==> src/rtl/lsu_pkg.sv <==
// Shared definitions for the load/store unit: funct3 access codes, FSM states, lane width.
// Latency: n/a (definitions only).
// Backpressure: n/a.
package lsu_pkg;

   localparam int LANE_W = 8;

   // RISC-V load/store width encodings (funct3)
   localparam logic [2:0] F3_B  = 3'b000;
   localparam logic [2:0] F3_H  = 3'b001;
   localparam logic [2:0] F3_W  = 3'b010;
   localparam logic [2:0] F3_BU = 3'b100;
   localparam logic [2:0] F3_HU = 3'b101;

   typedef enum logic [1:0] {
      S_IDLE     = 2'd0,
      S_ACCESS   = 2'd1,
      S_MERGE_WR = 2'd2,
      S_RESP     = 2'd3
   } lsu_state_t;

endpackage

==> src/rtl/lsu_lane_mux.sv <==
// Big-endian lane steering: load extract + sign/zero extend, and SB/SH lane merge into a word.
// Latency: combinational.
// Backpressure: none.
// Ports: funct3_i access width, offset_i byte offset in word, rd_word_i word read from memory,
//        st_data_i right-justified store data, ld_data_o extended load result, merged_o RMW word.
module lsu_lane_mux
   import lsu_pkg::*;
(
   input  logic [2:0]          funct3_i,
   input  logic [1:0]          offset_i,
   input  logic [4*LANE_W-1:0] rd_word_i,
   input  logic [2*LANE_W-1:0] st_data_i,
   output logic [4*LANE_W-1:0] ld_data_o,
   output logic [4*LANE_W-1:0] merged_o
);

   localparam int WORD_W = 4 * LANE_W;

   logic [LANE_W-1:0]   byte_sel;
   logic [2*LANE_W-1:0] half_sel;

   // Byte offset 0 is the most significant lane.
   always_comb begin
      byte_sel = '0;
      case (offset_i)
         2'd0:    byte_sel = rd_word_i[4*LANE_W-1 -: LANE_W];
         2'd1:    byte_sel = rd_word_i[3*LANE_W-1 -: LANE_W];
         2'd2:    byte_sel = rd_word_i[2*LANE_W-1 -: LANE_W];
         default: byte_sel = rd_word_i[LANE_W-1:0];
      endcase
      half_sel = offset_i[1] ? rd_word_i[2*LANE_W-1:0] : rd_word_i[WORD_W-1 -: 2*LANE_W];
   end

   always_comb begin
      ld_data_o = rd_word_i;
      case (funct3_i)
         F3_B:    ld_data_o = {{(WORD_W-LANE_W){byte_sel[LANE_W-1]}}, byte_sel};
         F3_BU:   ld_data_o = {{(WORD_W-LANE_W){1'b0}}, byte_sel};
         F3_H:    ld_data_o = {{(WORD_W-2*LANE_W){half_sel[2*LANE_W-1]}}, half_sel};
         F3_HU:   ld_data_o = {{(WORD_W-2*LANE_W){1'b0}}, half_sel};
         default: ld_data_o = rd_word_i;
      endcase
   end

   // Only SB/SH reach the merge path, so funct3[1:0]==00 means byte, anything else halfword.
   always_comb begin
      merged_o = rd_word_i;
      if (funct3_i[1:0] == 2'b00) begin
         case (offset_i)
            2'd0:    merged_o[4*LANE_W-1 -: LANE_W] = st_data_i[LANE_W-1:0];
            2'd1:    merged_o[3*LANE_W-1 -: LANE_W] = st_data_i[LANE_W-1:0];
            2'd2:    merged_o[2*LANE_W-1 -: LANE_W] = st_data_i[LANE_W-1:0];
            default: merged_o[LANE_W-1:0]           = st_data_i[LANE_W-1:0];
         endcase
      end else if (offset_i[1]) begin
         merged_o[2*LANE_W-1:0] = st_data_i;
      end else begin
         merged_o[WORD_W-1 -: 2*LANE_W] = st_data_i;
      end
   end

endmodule

==> src/rtl/load_store_unit.sv <==
// MEM-stage load/store initiator onto a word-only big-endian memory; SB/SH via read-modify-write.
// Latency accept->resp_valid: error 1, load/SW 2, SB/SH 3 cycles.
// Backpressure: req_ready high only in IDLE; one request in flight, requester holds until ready.
// Ports: req_* request side (valid/ready), resp_* one-cycle response pulse with held err/rdata,
//        mem_* word-aligned address, write word/strobe, combinational read word.
module load_store_unit
   import lsu_pkg::*;
#(
   parameter int ADDR_BUS_WIDTH = 32,
   parameter int DATA_BUS_WIDTH = 32,
   parameter int MEM_BYTES      = 64
) (
   input  logic                      clk,
   input  logic                      rst,
   input  logic                      req_valid,
   output logic                      req_ready,
   input  logic                      req_write,
   input  logic [2:0]                req_funct3,
   input  logic [ADDR_BUS_WIDTH-1:0] req_addr,
   input  logic [DATA_BUS_WIDTH-1:0] req_wdata,
   output logic                      resp_valid,
   output logic                      resp_err,
   output logic [DATA_BUS_WIDTH-1:0] resp_rdata,
   output logic [ADDR_BUS_WIDTH-1:0] mem_addr,
   output logic [DATA_BUS_WIDTH-1:0] mem_write_data,
   output logic                      mem_write_en,
   input  logic [DATA_BUS_WIDTH-1:0] mem_read_data
);

   localparam int AW = ADDR_BUS_WIDTH;
   localparam int DW = DATA_BUS_WIDTH;

   lsu_state_t    state_q, state_d;
   logic          write_q, write_d;
   logic [2:0]    funct3_q, funct3_d;
   logic [AW-1:0] addr_q, addr_d;
   logic [DW-1:0] wdata_q, wdata_d;
   logic [DW-1:0] merged_q, merged_d;
   logic [DW-1:0] rdata_q, rdata_d;
   logic          err_q, err_d;

   logic          f3_bad, misalign, out_of_range, req_err;
   logic          we_raw;
   logic [AW-1:0] word_addr;
   logic [DW-1:0] ld_data, merged_word;

   lsu_lane_mux u_lane_mux (
      .funct3_i  (funct3_q),
      .offset_i  (addr_q[1:0]),
      .rd_word_i (mem_read_data),
      .st_data_i (wdata_q[2*LANE_W-1:0]),
      .ld_data_o (ld_data),
      .merged_o  (merged_word)
   );

   // Request legality, evaluated on the live request in IDLE.
   always_comb begin
      f3_bad   = 1'b0;
      misalign = 1'b0;
      case (req_funct3)
         F3_B:    f3_bad = 1'b0;
         F3_BU:   f3_bad = req_write;
         F3_H:    misalign = req_addr[0];
         F3_HU: begin
            f3_bad   = req_write;
            misalign = req_addr[0];
         end
         F3_W:    misalign = |req_addr[1:0];
         default: f3_bad = 1'b1;
      endcase
   end

   assign out_of_range = (req_addr >= AW'(MEM_BYTES));
   assign req_err      = f3_bad | misalign | out_of_range;
   assign word_addr    = {addr_q[AW-1:2], 2'b00};

   always_comb begin
      state_d        = state_q;
      write_d        = write_q;
      funct3_d       = funct3_q;
      addr_d         = addr_q;
      wdata_d        = wdata_q;
      merged_d       = merged_q;
      rdata_d        = rdata_q;
      err_d          = err_q;
      req_ready      = 1'b0;
      resp_valid     = 1'b0;
      we_raw         = 1'b0;
      mem_addr       = '0;
      mem_write_data = '0;
      case (state_q)
         S_IDLE: begin
            req_ready = 1'b1;
            if (req_valid) begin
               write_d  = req_write;
               funct3_d = req_funct3;
               addr_d   = req_addr;
               wdata_d  = req_wdata;
               if (req_err) begin
                  // Rejected without touching memory; response fields update now since
                  // RESP follows in the very next cycle.
                  err_d   = 1'b1;
                  rdata_d = '0;
                  state_d = S_RESP;
               end else begin
                  state_d = S_ACCESS;
               end
            end
         end
         S_ACCESS: begin
            mem_addr = word_addr;
            if (!write_q) begin
               rdata_d = ld_data;
               err_d   = 1'b0;
               state_d = S_RESP;
            end else if (funct3_q == F3_W) begin
               we_raw         = 1'b1;
               mem_write_data = wdata_q;
               rdata_d        = '0;
               err_d          = 1'b0;
               state_d        = S_RESP;
            end else begin
               merged_d = merged_word;
               state_d  = S_MERGE_WR;
            end
         end
         S_MERGE_WR: begin
            mem_addr       = word_addr;
            we_raw         = 1'b1;
            mem_write_data = merged_q;
            rdata_d        = '0;
            err_d          = 1'b0;
            state_d        = S_RESP;
         end
         S_RESP: begin
            resp_valid = 1'b1;
            state_d    = S_IDLE;
         end
         default: state_d = S_IDLE;
      endcase
   end

   // A reset cycle must never commit a write, even mid-transaction.
   assign mem_write_en = we_raw & ~rst;
   assign resp_err     = err_q;
   assign resp_rdata   = rdata_q;

   always_ff @(posedge clk) begin
      if (rst) begin
         state_q  <= S_IDLE;
         write_q  <= 1'b0;
         funct3_q <= '0;
         addr_q   <= '0;
         wdata_q  <= '0;
         merged_q <= '0;
         rdata_q  <= '0;
         err_q    <= 1'b0;
      end else begin
         state_q  <= state_d;
         write_q  <= write_d;
         funct3_q <= funct3_d;
         addr_q   <= addr_d;
         wdata_q  <= wdata_d;
         merged_q <= merged_d;
         rdata_q  <= rdata_d;
         err_q    <= err_d;
      end
   end

endmodule
==> config.mk <==
export PLATFORM = sky130hd
export DESIGN_NAME = load_store_unit
export DESIGN_NICKNAME = d
export VERILOG_FILES = /design/src/rtl/lsu_pkg.sv /design/src/rtl/lsu_lane_mux.sv /design/src/rtl/load_store_unit.sv
export SDC_FILE = /design/constraint.sdc
export NUM_CORES = 1
export LEC_CHECK = 0
export BUFFER_PORTS_ARGS = -buffer_cell sky130_fd_sc_hd__buf_2
export CORE_ASPECT_RATIO = 0.7
export CORE_MARGIN = 5
export CORE_UTILIZATION = 56
export DETAILED_ROUTE_END_ITERATION = 12
export HOLD_SLACK_MARGIN = 0.03
export MAX_ROUTING_LAYER = met4
export PLACE_DENSITY = 0.86
export SLEW_MARGIN = 10
export SYNTH_ARGS = -nofsm -noshare
export SYNTH_HDL_FRONTEND = slang
export SYNTH_SLANG_ARGS = --single-unit
export TNS_END_PERCENT = 30
==> constraint.sdc <==
create_clock -name clk -period 3.05 [get_ports clk]
set_input_delay 0.305 -clock clk [delete_from_list [all_inputs] [get_ports clk]]
set_output_delay 0.305 -clock clk [all_outputs]
set_load 0.005 [all_outputs]
==> results.ini, run 1 <==
[hold_path]
hold_path_end = wdata_q[8]
hold_start = req_wdata[8]
min_path_type = in2reg
worstHoldPathCells = 3

[grt]
grt-ovfl-total = 0
antenna_found_initial = 0
grt_max_degree = 74
grt_pass1_vias = 6389
grt_pass1_wl_mm = 33.0
track_usage = 0.299

[cells_and_area]
syn2layout_area_growth_pct = 23.6
fin_nets = 1102
final_layout_size_suffix_gt1_frac = 0.257
n_antenna_cell = 0

[logic_synthesis]
yosysSeqAreaShare = 0.403
synth_edf_count = 0
syn_inst = 831
ys_warn_count = 0
avgSynthCellArea_um2 = 8.07
synth_seq_cells = 135
netlist_area_um2 = 6710
async_flop_share = 0
synth-main-ff-cell = dfxtp_1
ys_types = 44

[drt]
drt_iter0_drc = 716
postRouteAntennaNets = 0
num_vias = 6768
drc_errors = 0
post_drt_via_cell_ratio = 5.81
drt-total-wl_mm = 21.3
detail_route.wl_per_cell_um = 18.3
first_pass_iters = 5

[sta]
clock_skew_ps = 8.30
max_clock_freq_ghz = 0.364
finalHoldViolations = 0
slew_violations = 0
setup_violations = 0
worst_pin_slew_ps = 896
layout_setup_ws_ps = 306
fin_crit_ps = 2740
max-slew-margin-rel = 0.400
fin_tns_setup_ps = 0
fin_crit_sh = 0.900
rsz0062_at_grt = false

[clock_tree]
post_cts_buffers = 0
cts_made_buffers = 17
path_clk_slew_ps = 60
cts_root_buf = clkbuf_16
cts_buffer_depth = 2
cts_htree_levels = 4
cts_resized = 0
tritoncts = done
cts.sinks = 135
hold_buffers = 0
clk_latency_ps = 410

[critical_path]
reg2reg_slack_ps = 940
regToRegEndpoint = addr_q[30]
path_max_fanout = 29
critPathRequiredTime_ps = 2740
critPathCaptureType = output pin
critPathKind = reg2out
r2r_cells = 6
worst_r2r_startpoint = state_q[0]
start_kind = flip-flop
critPathArrivalTime_ps = 2440

[floorplan]
num_rows = 33
num_io_pins = 203
dieArea_um2 = 14300
core_area_um2 = 11700
die_w_um = 141
die_height_um = 102
start_util = 0.572

[run_status]
status = finished, final reports clean

[power_and_ir_drop]
power_leakage_nw = 3.45
vdd_drop_max_mv = 0.486
power_density_nw_per_um2 = 808

[place]
gp_congestion = 0.998
hpwl_mm = 14.8
portBuffers = 200
post-place-ws_ps = 802

[run]
drv_cap = 0

-- flip-flops by register name, summed over array words and instances, names as in the netlist --
register	count
addr_q	32
resp_err	1
write_q	1
wdata_q	32
funct3_q	3
state_q	2
resp_rdata	32
merged_q	32
-- layer usage --
| layer | part of all wire | GRT usage | up-vias |
|---|---|---|---|
| met2 | 0.46 | 0.452 | 393 |
| li1 | - | - | 3215 |
| met3 | 0.12 | 0.0831 | 32 |
| met4 | 0.012 | 0.0722 | 0 |
| met1 | 0.41 | 0.399 | 3128 |
| met5 | 0 | - | - |
-- logic make-up after synthesis --
logic type | count (synthesis) | synth area share
simple gates | 349 | 0.244
compound gates | 213 | 0.212
flops | 135 | 0.403
buf+inv | 78 | 0.0550
mux | 51 | 0.0783
fa+ha+maj | 4 | 0.00746
other cells | 1 | 0.000559
-- Yosys cell counts (all sizes together), types with 9 or more instances --
cell,count,area [um^2]
a211oi,10,75.1
a21o,16,120
a21oi,99,518
a22oi,32,240
and2,32,200
buf,27,178
clkbuf,45,169
dfxtp,135,2700
mux2i,48,480
nand2,189,712
nand2b,33,206
nand3,9,45.0
nor2,26,97.6
nor2b,38,238
o221ai,29,254
-- per-stage QoR --
step                instance area, um^2  power (mW)  utilization  hold slack, ps  std cells
finish                             8300        6.70        0.708             128       1164
global placement                   7710        4.57        0.658             438       1133
detailed placement                 7710        4.63        0.658             442       1133
floorplan                          6710        3.99            -             432        832
global route                       8300        7.02        0.708             126       1164
CTS                                8300        6.66        0.708             118       1164
-- report_power, final --
group | switching (mW) | internal [mW] | leakage (nW)
registers | 0.215 | 2.03 | 1.10
logic | 1.48 | 0.944 | 2.07
clock network | 0.750 | 1.28 | 0.289
total | 2.45 | 4.26 | 3.45
-- worst max path at each step --
| stage | endpoint | from | slack [ps] |
|---|---|---|---|
| floorplan | resp_rdata[11] | state_q[0] | 1350 |
| global placement | mem_write_data[15] | funct3_q[0] | 930 |
| detailed placement | mem_write_data[7] | funct3_q[0] | 800 |
| CTS | mem_write_data[7] | funct3_q[0] | 340 |
| global route | mem_write_en | funct3_q[0] | 110 |
| finish | mem_write_data[7] | funct3_q[0] | 310 |
-- final cells by class --
| cell class | count | area [um^2] |
|---|---|---|
| Multi-Input combinational cell | 619 | 3670 |
| Inverter | 6 | 22.5 |
| Clock inverter | 8 | 96.3 |
| Timing Repair Buffer | 216 | 1120 |
| Fill cell | 948 | 3430 |
| Tap cell | 157 | 196 |
| Sequential cell | 135 | 2700 |
| Clock buffer | 23 | 488 |
-- layout by cell type (no fill, tap or decap), types with 9 or more instances in the layout --
| cell | instances |
|---|---|
| a211oi_1 | 10 |
| nor2_1 | 25 |
| nand3_1 | 9 |
| clkbuf_16 | 17 |
| a21oi_1 | 94 |
| buf_4 | 17 |
| and2_1 | 31 |
| mux2i_1 | 48 |
| a21o_1 | 16 |
| o221ai_1 | 29 |
| nor2b_1 | 38 |
| a22oi_1 | 32 |
| nand2b_1 | 33 |
| buf_2 | 199 |
| dfxtp_1 | 135 |
| nand2_1 | 187 |
-- worst max-delay path: stages (launching register included) --
cell and delay (ps):
dfxtp_1 410, nor2_1 390, nand2_1 170, nor2_2 220, buf_4 370, a22oi_1 180
nor2b_1 150, buf_2 120
Note: power is estimated with default switching activity, not from simulation.
==> run 2, diff against run 1 <==
--- a/config.mk
+++ b/config.mk
@@ -6,13 +6,15 @@
 export NUM_CORES = 1
 export LEC_CHECK = 0
 export BUFFER_PORTS_ARGS = -buffer_cell sky130_fd_sc_hd__buf_2
+export CELL_PAD_IN_SITES_DETAIL_PLACEMENT = 0
+export CELL_PAD_IN_SITES_GLOBAL_PLACEMENT = 1
 export CORE_ASPECT_RATIO = 0.7
 export CORE_MARGIN = 5
-export CORE_UTILIZATION = 56
+export CORE_UTILIZATION = 40
 export DETAILED_ROUTE_END_ITERATION = 12
 export HOLD_SLACK_MARGIN = 0.03
 export MAX_ROUTING_LAYER = met4
-export PLACE_DENSITY = 0.86
+export PLACE_DENSITY_LB_ADDON = 0.1
 export SLEW_MARGIN = 10
 export SYNTH_ARGS = -nofsm -noshare
 export SYNTH_HDL_FRONTEND = slang
==> run 2 against run 1 <==
Core utilization shrank 19 points; final area grew 1.9%; critical endpoint is now mem_write_data[11]; register-to-register slack lost 350 ps; count of clock-buffer cells in the layout is the same; largest cell class unchanged.
==> results.ini, run 2 (synthesis gave the netlist of run 1 again) <==
[run_status]
status = finished, final reports clean  ; unchanged

[drt]
postRouteAntennaNets = 0  ; unchanged
num_vias = 6541  ; was 6,768
first_pass_iters = 5  ; unchanged
detail_route.wl_per_cell_um = 18.2  ; was 18.3 um
post_drt_via_cell_ratio = 5.30  ; was 5.81
drt-total-wl_mm = 22.4  ; was 21.3 mm
drt_iter0_drc = 571  ; was 716
route.met3.wl_mm = 1.70  ; was 2.54 mm
wl_met1_mm = 11.3  ; was 8.77 mm
wl_met2_mm = 9.27  ; was 9.69 mm
top_layer = met4  ; unchanged
drc_errors = 0  ; unchanged

[power_and_ir_drop]
vdd_drop_max_mv = 0.716  ; was 0.486 mV
swShare = 0.358  ; was 0.365
p_switching_mw = 2.48  ; was 2.45 mW
total_power_mw = 6.92  ; was 6.70 mW
power_density_nw_per_um2 = 819  ; was 808 nW/um^2
clock_power_share = 0.329  ; was 0.303
power_leakage_nw = 3.48  ; was 3.45 nW
pwr-share-comb = 0.348  ; was 0.362
seqPwrFrac = 0.323  ; was 0.335
p_int_mw = 4.45  ; was 4.26 mW

[hold_path]
hold_path_end = wdata_q[25]  ; was wdata_q[8]
min_path_type = in2reg  ; unchanged
worstHoldPathCells = 3  ; unchanged
hold_start = req_wdata[25]  ; was req_wdata[8]

[sta]
max_clock_freq_ghz = 0.375  ; was 0.364 GHz
fin_crit_sh = 0.874  ; was 0.900
fin_tns_setup_ps = 0  ; unchanged
slew_violations = 0  ; unchanged
max-slew-margin-rel = 0.313  ; was 0.400
clock_skew_ps = 9.56  ; was 8.30 ps
rsz0062_at_grt = false  ; unchanged
setup_violations = 0  ; unchanged
finalHoldViolations = 0  ; unchanged
fin_crit_ps = 2670  ; was 2740 ps
worst_pin_slew_ps = 1030  ; was 896 ps
layout_setup_ws_ps = 384  ; was 306 ps

[floorplan]
num_rows = 39  ; was 33
start_util = 0.409  ; was 0.572
dieArea_um2 = 19500  ; was 14,300 um^2
die_w_um = 165  ; was 141 um
num_io_pins = 203  ; unchanged
die_height_um = 118  ; was 102 um
core_area_um2 = 16400  ; was 11,700 um^2

[critical_path]
cp-startpoint = funct3_q[0]  ; unchanged
critPathSlowestCell = dfxtp_1  ; unchanged
critPathRequiredTime_ps = 2740  ; about the same
critPathKind = reg2out  ; unchanged
slowest_delay_ps = 410  ; about the same
start_kind = flip-flop  ; unchanged
worst_r2r_startpoint = state_q[0]  ; unchanged
regToRegEndpoint = resp_rdata[2]  ; was addr_q[30]
critPathArrivalTime_ps = 2360  ; was 2440 ps
reg2reg_slack_ps = 590  ; was 940 ps
cp_cell_sequence = nor2_1, nand2_1, nor2_2, buf_4, a22oi_1, nor2b_1, buf_2  ; unchanged
r2r_cells = 7  ; was 6
path_max_fanout = 33  ; was 29
critPathCaptureType = output pin  ; unchanged

[place]
hpwl_mm = 16.1  ; was 14.8 mm
post-place-ws_ps = 586  ; was 802 ps
dpl.cell_count = 1200  ; was 1,133
placed_area_um2 = 7790  ; was 7710 um^2
portBuffers = 200  ; unchanged
gp_congestion = 0.906  ; was 0.998

[run]
drv_cap = 0  ; unchanged

[clock_tree]
post_cts_buffers = 0  ; unchanged
cts_htree_levels = 4  ; unchanged
cts_made_buffers = 17  ; unchanged
cts_root_buf = clkbuf_16  ; unchanged
cts.sinks = 135  ; unchanged
clk_latency_ps = 420  ; was 410 ps
cts_resized = 0  ; unchanged
tritoncts = done  ; unchanged
cts_buffer_depth = 2  ; unchanged
hold_buffers = 0  ; unchanged
path_clk_slew_ps = 60  ; about the same

[cells_and_area]
final_layout_size_suffix_gt1_frac = 0.259  ; was 0.257
syn2layout_area_growth_pct = 26.0  ; was 23.6%
final_area_um2 = 8460  ; was 8300 um^2
fillers = 1686  ; was 948
stdcell_count = 1234  ; was 1,164
layout_common_cells = buf_2 (199), nand2_1 (187), dfxtp_1 (135)  ; unchanged
final_common_cell = buf_2  ; unchanged
fin_nets = 1101  ; was 1,102

[grt]
grt_max_degree = 70  ; was 74
antenna_found_initial = 2  ; was 0
track_usage = 0.234  ; was 0.299
grt_pass1_wl_mm = 35.1  ; was 33.0 mm
grt_pass1_vias = 6178  ; was 6,389
grt-ovfl-total = 0  ; unchanged

run 2: cell types whose count changed in the layout (fill, tap and decap cells not counted):
| cell | delta |
|---|---|
| ha_2 | +1 |
| clkinv_2 | -4 |
| inv_6 | +2 |
| clkinvlp_4 | +1 |
| bufinv_16 | +2 |
| diode_2 | +2 |
| clkbuf_1 | -1 |
| buf_4 | -1 |
| clkbuf_8 | +1 |
| ha_1 | -1 |
run 2: how the worst max path moves through the flow:
stage	end	slack (ps)
6_report	mem_write_data[11]	380
4_1_cts	mem_write_data[15]	390
2_1_floorplan	resp_rdata[11]	1350
3_5_place_dp	resp_rdata[2]	590
3_3_place_gp	resp_rdata[21]	660
5_1_grt	mem_write_data[11]	170
run 2: power by group through the flow:
stage / combinational (mW) / sequential, mW / clock, mW
final: 2.41 / 2.24 / 2.28
after global routing: 2.67 / 2.27 / 2.40
after CTS: 2.42 / 2.23 / 2.31
after detailed placement: 2.41 / 2.27 / 0
after global placement: 2.42 / 2.26 / 0
after floorplan: 1.79 / 2.20 / 0
run 2: per-layer routing:
metal  global-route usage  vias up
met5                    -        -
met1                0.358     3085
met2                0.314      233
met4               0.0421        0
li1                     -     3214
met3               0.0543        9
run 2: area by class of cell:
| type | instances | area [um^2] | share of cell area |
|---|---|---|---|
| Multi-Input combinational cell | 619 | 3670 | 0.434 |
| Sequential cell | 135 | 2700 | 0.320 |
| Timing Repair Buffer | 215 | 1120 | 0.132 |
| Clock buffer | 23 | 498 | 0.0589 |
| Tap cell | 225 | 282 | 0.0333 |
| Clock inverter | 9 | 161 | 0.0191 |
| Inverter | 6 | 22.5 | 0.00266 |
| Antenna cell | 2 | 5.00 | 0.000592 |
run 2: worst max-delay path: cells and delay by family, from the launching register on:
family | cells | cell delay, ps
AO/OA/AOI/OAI | 1 | 160
buffers and inverters | 2 | 510
flip-flops | 1 | 410
AND/OR/NAND/NOR | 4 | 850
run 2: metrics by stage:
| step | utilization | hold slack, ps |
|---|---|---|
| finish | 0.516 | 120 |
| global route | 0.516 | 111 |
| CTS | 0.515 | 106 |
| detailed placement | 0.475 | 443 |
| global placement | 0.475 | 439 |
| floorplan | - | 432 |
==> run 3, diff against run 2 <==
--- a/config.mk
+++ b/config.mk
@@ -6,11 +6,11 @@
 export NUM_CORES = 1
 export LEC_CHECK = 0
 export BUFFER_PORTS_ARGS = -buffer_cell sky130_fd_sc_hd__buf_2
-export CELL_PAD_IN_SITES_DETAIL_PLACEMENT = 0
-export CELL_PAD_IN_SITES_GLOBAL_PLACEMENT = 1
+export CELL_PAD_IN_SITES_DETAIL_PLACEMENT = 1
+export CELL_PAD_IN_SITES_GLOBAL_PLACEMENT = 2
 export CORE_ASPECT_RATIO = 0.7
 export CORE_MARGIN = 5
-export CORE_UTILIZATION = 40
+export CORE_UTILIZATION = 31
 export DETAILED_ROUTE_END_ITERATION = 12
 export HOLD_SLACK_MARGIN = 0.03
 export MAX_ROUTING_LAYER = met4
==> run 3 against run 2 <==
Final area grew 1.0%; total power grew 2.5%; die area rose by 27%; first-iteration DRC count is 21% lower; wire length rose by 16%; flip-flop and latch count did not move; worst setup slack lost 28 ps; count of clock-buffer cells in the layout decreased by 4; global-route usage decreased by 2.3 points.
==> results.ini, run 3 (synthesis gave the netlist of run 1 again) <==
[drt]
first_pass_iters = 5  ; unchanged
num_vias = 6578  ; was 6,541
drt-total-wl_mm = 25.9  ; was 22.4 mm
drt_iter0_drc = 453  ; was 571
post_drt_via_cell_ratio = 5.09  ; was 5.30
drc_errors = 0  ; unchanged
postRouteAntennaNets = 0  ; unchanged
detail_route.wl_per_cell_um = 20.1  ; was 18.2 um

[floorplan]
dieArea_um2 = 24700  ; was 19,500 um^2
start_util = 0.312  ; was 0.409
num_rows = 45  ; was 39
core_area_um2 = 21500  ; was 16,400 um^2
die_height_um = 133  ; was 118 um
die_w_um = 186  ; was 165 um
num_io_pins = 203  ; unchanged

[sta]
fin_crit_ps = 2690  ; was 2670 ps
max_clock_freq_ghz = 0.371  ; was 0.375 GHz
max-slew-margin-rel = 0.299  ; was 0.313
rsz0062_at_grt = false  ; unchanged
fin_tns_setup_ps = 0  ; unchanged
finalHoldViolations = 0  ; unchanged
setup_violations = 0  ; unchanged
fin_hold_ws_ps = 117  ; was 120 ps
worst_pin_slew_ps = 1050  ; was 1030 ps
fin_crit_sh = 0.883  ; was 0.874
layout_setup_ws_ps = 356  ; was 384 ps
clock_skew_ps = 9.97  ; was 9.56 ps
slew_violations = 0  ; unchanged

[power_and_ir_drop]
seqPwrFrac = 0.319  ; was 0.323
pwr-share-comb = 0.347  ; was 0.348
total_power_mw = 7.10  ; was 6.92 mW
clock_power_share = 0.334  ; was 0.329
vdd_drop_max_mv = 0.432  ; was 0.716 mV
power_leakage_nw = 3.48  ; about the same
power_density_nw_per_um2 = 831  ; was 819 nW/um^2
swShare = 0.362  ; was 0.358
p_switching_mw = 2.57  ; was 2.48 mW
p_int_mw = 4.53  ; was 4.45 mW

[place]
portBuffers = 200  ; unchanged
hpwl_mm = 18.9  ; was 16.1 mm
gp_congestion = 0.808  ; was 0.906
post-place-ws_ps = 650  ; was 586 ps

[critical_path]
cp_cell_sequence = inv_1, ha_2, buf_4, nor2b_1, buf_2  ; was nor2_1, nand2_1, nor2_2, buf_4, a22oi_1, nor2b_1, buf_2
critPathArrivalTime_ps = 2390  ; was 2360 ps
regToRegEndpoint = resp_rdata[7]  ; was resp_rdata[2]
critPathCaptureType = output pin  ; unchanged
critPathKind = reg2out  ; unchanged
critPathRequiredTime_ps = 2740  ; about the same
start_kind = flip-flop  ; unchanged
reg2reg_slack_ps = 670  ; was 590 ps
critPathSlowestCell = ha_2  ; was dfxtp_1
r2r_cells = 6  ; was 7
path_max_fanout = 34  ; was 33
worst_r2r_startpoint = state_q[1]  ; was state_q[0]
slowest_delay_ps = 680  ; was 410 ps

[clock_tree]
tritoncts = done  ; unchanged
cts_made_buffers = 17  ; unchanged
path_clk_slew_ps = 60  ; about the same
cts_resized = 0  ; unchanged
cts_htree_levels = 4  ; unchanged
post_cts_buffers = 0  ; unchanged
hold_buffers = 0  ; unchanged
cts_root_buf = clkbuf_16  ; unchanged
cts.sinks = 135  ; unchanged
cts_buffer_depth = 2  ; unchanged
clk_latency_ps = 420  ; about the same

[cells_and_area]
syn2layout_area_growth_pct = 27.3  ; was 26.0%
final_layout_size_suffix_gt1_frac = 0.258  ; was 0.259
final_util = 0.397  ; was 0.516
fillers = 2662  ; was 1,686
fin_nets = 1101  ; unchanged
layout_common_cells = buf_2 (199), nand2_1 (187), dfxtp_1 (135)  ; unchanged
final_common_cell = buf_2  ; unchanged

[grt]
grt-ovfl-total = 0  ; unchanged
track_usage = 0.211  ; was 0.234
grt_max_degree = 85  ; was 70
grt_pass1_wl_mm = 39.5  ; was 35.1 mm
antenna_found_initial = 5  ; was 2
grt_pass1_vias = 6653  ; was 6,178

[hold_path]
min_path_type = in2reg  ; unchanged
hold_path_end = wdata_q[23]  ; was wdata_q[25]
hold_start = req_wdata[23]  ; was req_wdata[25]
worstHoldPathCells = 3  ; unchanged

[run_status]
status = finished, final reports clean  ; unchanged

[run]
drv_cap = 0  ; unchanged

run 3: cell type report:
type                            instances  area (um^2)  share of cell area
Timing Repair Buffer                  215         1120               0.131
Inverter                                6         22.5             0.00264
Sequential cell                       135         2700               0.316
Clock inverter                         11          223              0.0261
Antenna cell                            5         12.5             0.00146
Clock buffer                           19          443              0.0519
Tap cell                              282          353              0.0413
Multi-Input combinational cell        619         3670               0.430
run 3: power by group through the flow:
stage                     Clock [mW]  Combinational (mW)  Sequential (mW)
after floorplan                    0                1.79             2.20
after global placement             0                2.49             2.29
after detailed placement           0                2.50             2.30
after CTS                       2.42                2.51             2.26
after global routing            2.50                2.72             2.29
final                           2.37                2.47             2.26
run 3: layer usage:
layer | vias up | global-route usage | wire length [um]
met2 | 161 | 0.287 | 10700
met5 | - | - | 0
met4 | 0 | 0.0413 | 208
met3 | 18 | 0.0459 | 1610
met1 | 3181 | 0.320 | 13400
li1 | 3218 | - | -
run 3: worst max-delay path by stage:
stage,start,to,slack [ps],depth (start not counted)
finish,state_q[1],mem_write_data[11],360,5
floorplan,state_q[0],resp_rdata[11],1350,8
CTS,state_q[1],mem_write_data[11],270,5
global route,state_q[1],mem_write_data[9],180,5
global placement,state_q[1],mem_write_data[11],740,5
detailed placement,state_q[1],resp_rdata[7],650,6
run 3: through the flow:
step / area [um^2] / std cells
floorplan: 6710 / 832
global placement: 7860 / 1257
detailed placement: 7860 / 1257
CTS: 8530 / 1287
global route: 8540 / 1292
finish: 8540 / 1292
run 3: worst max-delay path, delay by kind of cell, from the launching register on:
kind                     cells  cell delay (ps)
flip-flops                   1              410
buffers and inverters        3              640
AND/OR/NAND/NOR              1              240
adder cells (fa/ha/maj)      1              680
